[src/rtl/ex_mem.sv]
// ex_mem -- EX/MEM pipeline register.
//
// Captures the EX-stage results on each rising clk edge. It honours the
// pipeline stall vector and flush, and counts the bubbles it inserts.
// The registered HI/LO outputs also serve as forwarding sources for EX.
//
// Ports:
//   clk        rising-edge clock
//   rst        asynchronous active-low reset (0 = reset)
//   stall[5:0] stall vector; only bit3 (EX) and bit4 (MEM) are used
//   flush      synchronous flush; kills the instruction entering MEM
//   ex_*       EX-stage results: wd/wreg/wdata and hi/lo/whilo
//   mem_*      registered copies of ex_*, plus mem_valid (0 = bubble)
//   bubble_cnt wrapping count of EX-stall bubbles since reset
module ex_mem #(
  parameter int unsigned DATA_W = 32,
  parameter int unsigned ADDR_W = 5,
  parameter int unsigned CNT_W  = 16
) (
  input  logic              clk,
  input  logic              rst,
  input  logic [5:0]        stall,
  input  logic              flush,
  input  logic [ADDR_W-1:0] ex_wd,
  input  logic              ex_wreg,
  input  logic [DATA_W-1:0] ex_wdata,
  input  logic [DATA_W-1:0] ex_hi,
  input  logic [DATA_W-1:0] ex_lo,
  input  logic              ex_whilo,
  output logic [ADDR_W-1:0] mem_wd,
  output logic              mem_wreg,
  output logic [DATA_W-1:0] mem_wdata,
  output logic [DATA_W-1:0] mem_hi,
  output logic [DATA_W-1:0] mem_lo,
  output logic              mem_whilo,
  output logic              mem_valid,
  output logic [CNT_W-1:0]  bubble_cnt
);

  typedef enum logic {
    EMPTY = 1'b0,
    FULL  = 1'b1
  } state_t;

  state_t              state_q, state_d;
  logic [ADDR_W-1:0]   wd_q, wd_d;
  logic                wreg_q, wreg_d;
  logic [DATA_W-1:0]   wdata_q, wdata_d;
  logic [DATA_W-1:0]   hi_q, hi_d;
  logic [DATA_W-1:0]   lo_q, lo_d;
  logic                whilo_q, whilo_d;
  logic [CNT_W-1:0]    cnt_q, cnt_d;

  // Stall bits for the other stages have no effect on this register.
  logic unused_stall;
  assign unused_stall = ^{stall[5], stall[2:0]};

  always_comb begin
    state_d = state_q;
    wd_d    = wd_q;
    wreg_d  = wreg_q;
    wdata_d = wdata_q;
    hi_d    = hi_q;
    lo_d    = lo_q;
    whilo_d = whilo_q;
    cnt_d   = cnt_q;

    if (flush) begin
      state_d = EMPTY;
      wd_d    = '0;
      wreg_d  = 1'b0;
      wdata_d = '0;
      hi_d    = '0;
      lo_d    = '0;
      whilo_d = 1'b0;
    end else if (stall[3] && !stall[4]) begin
      // EX is stalled but MEM is advancing. Insert a bubble so that a
      // multi-cycle op cannot be issued more than once, and so that no
      // partial result reaches MEM.
      state_d = EMPTY;
      wd_d    = '0;
      wreg_d  = 1'b0;
      wdata_d = '0;
      hi_d    = '0;
      lo_d    = '0;
      whilo_d = 1'b0;
      cnt_d   = cnt_q + CNT_W'(1);
    end else if (stall[4]) begin
      // MEM is stalled: hold everything. This also covers the
      // stall[3]=0 / stall[4]=1 combination, which must never capture.
      state_d = state_q;
    end else begin
      state_d = FULL;
      wd_d    = ex_wd;
      wreg_d  = ex_wreg;
      wdata_d = ex_wdata;
      hi_d    = ex_hi;
      lo_d    = ex_lo;
      whilo_d = ex_whilo;
    end
  end

  always_ff @(posedge clk or negedge rst) begin
    if (!rst) begin
      state_q <= EMPTY;
      wd_q    <= '0;
      wreg_q  <= 1'b0;
      wdata_q <= '0;
      hi_q    <= '0;
      lo_q    <= '0;
      whilo_q <= 1'b0;
      cnt_q   <= '0;
    end else begin
      state_q <= state_d;
      wd_q    <= wd_d;
      wreg_q  <= wreg_d;
      wdata_q <= wdata_d;
      hi_q    <= hi_d;
      lo_q    <= lo_d;
      whilo_q <= whilo_d;
      cnt_q   <= cnt_d;
    end
  end

  assign mem_wd     = wd_q;
  assign mem_wreg   = wreg_q;
  assign mem_wdata  = wdata_q;
  assign mem_hi     = hi_q;
  assign mem_lo     = lo_q;
  assign mem_whilo  = whilo_q;
  assign mem_valid  = (state_q == FULL);
  assign bubble_cnt = cnt_q;

endmodule

[config.mk]
export PLATFORM = sky130hd
export DESIGN_NAME = ex_mem
export DESIGN_NICKNAME = d
export VERILOG_FILES = /design/src/rtl/ex_mem.sv
export SDC_FILE = /design/constraint.sdc
export NUM_CORES = 1
export LEC_CHECK = 0
export CELL_PAD_IN_SITES_DETAIL_PLACEMENT = 1
export CELL_PAD_IN_SITES_GLOBAL_PLACEMENT = 1
export CORE_MARGIN = 4
export CORE_UTILIZATION = 30
export DETAILED_ROUTE_END_ITERATION = 8
export PLACE_DENSITY_LB_ADDON = 0.1
export SLEW_MARGIN = 30
export SYNTH_ARGS = -nofsm -noshare
export SYNTH_HDL_FRONTEND = slang
export SYNTH_SLANG_ARGS = --single-unit
[constraint.sdc]
create_clock -name clk -period 1.8 [get_ports clk]
set_clock_uncertainty 0.2 [all_clocks]
set_input_delay 0.36 -clock clk [delete_from_list [all_inputs] [get_ports clk]]
set_output_delay 0.36 -clock clk [all_outputs]
set_load 0.02 [all_outputs]
; After elaboration in Yosys (flattened, before gate mapping)
; Cells that the tools add are included.
[word_totals]
wordCells = 35
reg_bits = 120
input_bits = 112
output_inout_bits = 120
[classes]
add_sub_neg = 1
bitwise_logic = 1
n_reduce_logical = 3
n_mux = 21
n_eq_ne = 1
[ops]
columns = operator, count
row1 = $mux 32, 9
row2 = $add 16x1->16 const B, 1
row3 = $mux 5, 3
row4 = $mux 1, 9
row5 = $ne 3x1->1 const B, 1
row6 = $reduce_and 2->1, 1
row7 = $logic_and 1x1->1, 1
row8 = $logic_not 1->1, 1
row9 = $not 1->1, 1

; Longest topological paths before layout
[depth]
ltp_word = 4
ltp_mapped = 5
ltp_nobuf = 4

; Worst setup path before layout
; Ideal clock, no wire load.
[synth_timing]
kind = reg-to-reg
from = reg cnt_q[2] (netlist: bubble_cnt[2])
to = reg cnt_q[7] (netlist: bubble_cnt[7])
required_time_ns = 1.468
arrival_ns = 1.235
stages_incl_launch_ff = 5
path_slack_ns = 0.233
setup_time_ns = 0.132
period_less_slack_ns = 1.567
n_path_buf = 0
path_cell_list = dfrtp_1 and4_1 and2_4 and4_1 xor2_1
[synth_between]
elab_chain_len = 1
[synth_lines]
columns = element, line
row1 = "start, declared", 52  ; logic [CNT_W-1:0] cnt_q, cnt_d;
row2 = "start signal, assigned", 121  ; cnt_q <= cnt_d;
row3 = $add 16x1->16, 87  ; cnt_d = cnt_q + CNT_W'(1);
; Every way passes these cells.
; A chain may end at the register's enable or synchronous reset.

; Final worst setup path
[layout_timing]
from = reg cnt_q[1] (netlist: bubble_cnt[1])
to = out bubble_cnt[1]
[layout_lines]
columns = element, line
row1 = "end, declared", 37  ; output logic [CNT_W-1:0] bubble_cnt
; No word-level cell between the ends.

==> out/summary.txt <==
Status: complete, no violations
Post-route total power: 0.00717 W
Routed Wire Length: 13.9 mm
Initial DRC count: 89
Worst-path cell chain: clkdlybuf4s15_1
Worst path max stage delay: 410 ps
DR WL/cell: 19.1 um
Crit path max-delay family: flip-flops
Pins Over Slew Limit: 0
Number of flops mapped to enable cells by yosys: 0
Root Driver: clkbuf_16
Mapped Cells: 291
Number of cell rows: 43
H-tree depth: 4
Clock tree sinks: 120
Vias: 3552
DIE AREA: 0.0165 mm2
Final-report setup violation count: 0
Detailed Routing Iterations Pass 1: 5
Syn. warnings: 0
Die X: 129 um
NumNets Final: 650
Net Count, Synth: 404
Final hold slack: 133 ps
Initial antenna violation count: 0
Post-synthesis compound-gate area fraction: 20.8%
Residual DRC: 0
Mapped Area: 0.00437 mm2
Synth Area in Simple Gates: 4.44%
GRT Util Overall: 17.4%
CP Capture Type: primary output
Fmax: 0.574 GHz
Final Hold Fails: 0
Cell variety after synth: 21
Post-synthesis mux area share: 0.258%
Slew @ Worst Pin: 363 ps
Max cap viols: 0
Die Span Y: 129 um
GR Overflow Total: 0
Core region area: 0.0140 mm2
Clock Latency Late Sink: 410 ps
Leak: 3.90 nW
Share of cells above drive strength 1: 10.2%
Met1 Usage GRT: 20.6%
Crit Path Max Fanout: 5
IO buf count: 227
Inserted Diodes: 0
Critical path class: register to primary output
P&R area growth vs syn: 69.5%
Clk slew on worst S/H paths: 50 ps
RSZ-0062 raised after global routing: no
Final Wtd Congestion: 0.738
Synth async-reset ratio: 100%
Detail Placement HPWL: 10.1 mm
HP Class: input port to asynchronous set/reset pin
Synthesis-stage register bit count: 120
Largest family of logic cells by synthesized area: compound AO/OA/AOI/OAI gates
Io pins: 232
Drt via density: 4.88
Synth Area in Adders: 0.287%
Vias in the first global route: 4015
Post-synth top flop: dfrtp_1
Slew margin rel.: 75.8%
Crit path buf inv count: 1
Cts bufs inserted: 17
Seq/Total Area, Yosys: 68.8%
Slowest stage cell, crit path: dfrtp_1
Maximum root-to-sink buffer count: 2
Period utilization: 96.7%
Critical path arrival: 1180 ps
Post-synthesis xor/xnor area fraction: 3.01%
First-pass GRT wire length: 22.3 mm
GRT busiest layer: met2
CTS tree: yes
Final ANT Viol Nets: 0
Worst vdd ir: 0.635 mV
Initial core utilization: 31.1%
Crit path time final: 1740 ps
Critical Path RT: 1240 ps
Pin count of the biggest net entering global routing: 66
Worst setup SP type: register
PwrDens: 968 mW/mm2
Mean Syn Cell Area: 15.0 um2
Met3 GRT Util: 7.43%
Met2 global-route usage: 27.7%
Yosys cell counts, drive strengths merged, types with 2 or more instances:
library cell,instances,area [um2]
dfrtp,120,3000
nand3,3,15.0
nor3,2,20.0
nor2,4,15.0
clkbuf,9,33.8
and4,4,35.0
a22o,103,902
nand2,4,15.0
buf,14,70.1
xnor2,8,70.1
nand4,5,46.3
xor2,7,61.3
per-stage QoR:
step	instance area [um2]	util (%)	setup slack (ps)	instances	TNS, ps
2_1_floorplan	4370	-	233	291	0
3_3_place_gp	6990	49.7	-237	697	-24210
3_5_place_dp	6990	49.7	-289	697	-28410
4_1_cts	7410	52.8	7.35	728	0
5_1_grt	7400	52.7	5.32	728	0
6_report	7400	52.7	58.6	728	0
registers in the layout, indices dropped and copies added, names as in the netlist:
register / count
mem_wreg: 1
bubble_cnt: 16
mem_hi: 32
mem_lo: 32
mem_valid: 1
mem_wd: 5
mem_whilo: 1
mem_wdata: 32
worst paths after layout:
check	cells after the start	endpoint	from	slack, ps
setup / recovery	1	bubble_cnt[1]	bubble_cnt[1]	60
hold / removal	2	bubble_cnt[8]	rst	130
setup reg to reg	4	bubble_cnt[12]	bubble_cnt[0]	300
hold reg to reg	1	bubble_cnt[15]	bubble_cnt[15]	260
max in group asynchronous	3	mem_wdata[5]	rst	670
min in group clk	1	bubble_cnt[15]	bubble_cnt[15]	260
power breakdown:
part,internal [W],switching [W]
clock,0.00210,0.00112
combinational,0.000496,0.000504
sequential,0.00284,0.000104
total,0.00544,0.00173
metal layers:
metal	wire length [um]	share of wire, %	vias up
li1	-	-	1596
met1	5620	40	1776
met2	6720	48	153
met3	1190	8.5	27
met4	369	2.7	0
met5	0	0	-
kinds of logic (layout without fill, tap and decap cells):
family,Yosys count,in the layout
DFF,120,120
AOI/OAI and AO/OA,104,104
and+or+nand+nor,27,27
buffers and inverters,23,280
xor gates and xnor gates,15,15
adders and majority gates,1,1
muxes,1,1
layout make-up:
type / count / area (um2)
clock buffer: 28 / 527
clock inverter: 2 / 35.0
fill: 1492 / 6640
multi-input combinational: 148 / 1270
sequential: 120 / 3000
tap: 180 / 225
timing repair buffer: 250 / 2340
placed cells by master (no fill, tap or decap):
cell	netlist	final
and4_1	4	4
nor3_4	0	1
dlygate4sd3_1	0	1
nor2_1	4	4
mux2_1	1	1
and3_1	1	1
nor3_2	2	1
a21o_1	1	1
a22o_1	103	103
nand2_1	4	4
buf_12	0	4
nand4_4	1	1
bufinv_16	0	1
clkbuf_16	0	17
dlygate4sd2_1	0	117
clkinv_2	0	1
nor2b_4	0	1
nand3_1	3	3
clkbuf_1	9	5
xor2_1	7	7
ha_1	1	1
clkbuf_8	0	6
clkdlybuf4s50_1	0	106
clkdlybuf4s15_1	0	1
and2_4	1	1
nand4_1	4	4
nor3b_4	1	1
xnor2_1	8	8
buf_4	0	19
clkbuf_2	0	2
nand3b_1	1	1
dfrtp_1	120	120
repair_timing:
| action | in CTS | in global routing |
|---|---|---|
| hold buffers | 1 | 0 |
| hold endpoints to repair | 120 | 0 |
| resized for setup | 122 | 3 |
| setup buffers | 0 | 0 |
| endpoints found under the setup margin | 120 | 3 |
Note: power is estimated with default switching activity, not from simulation.
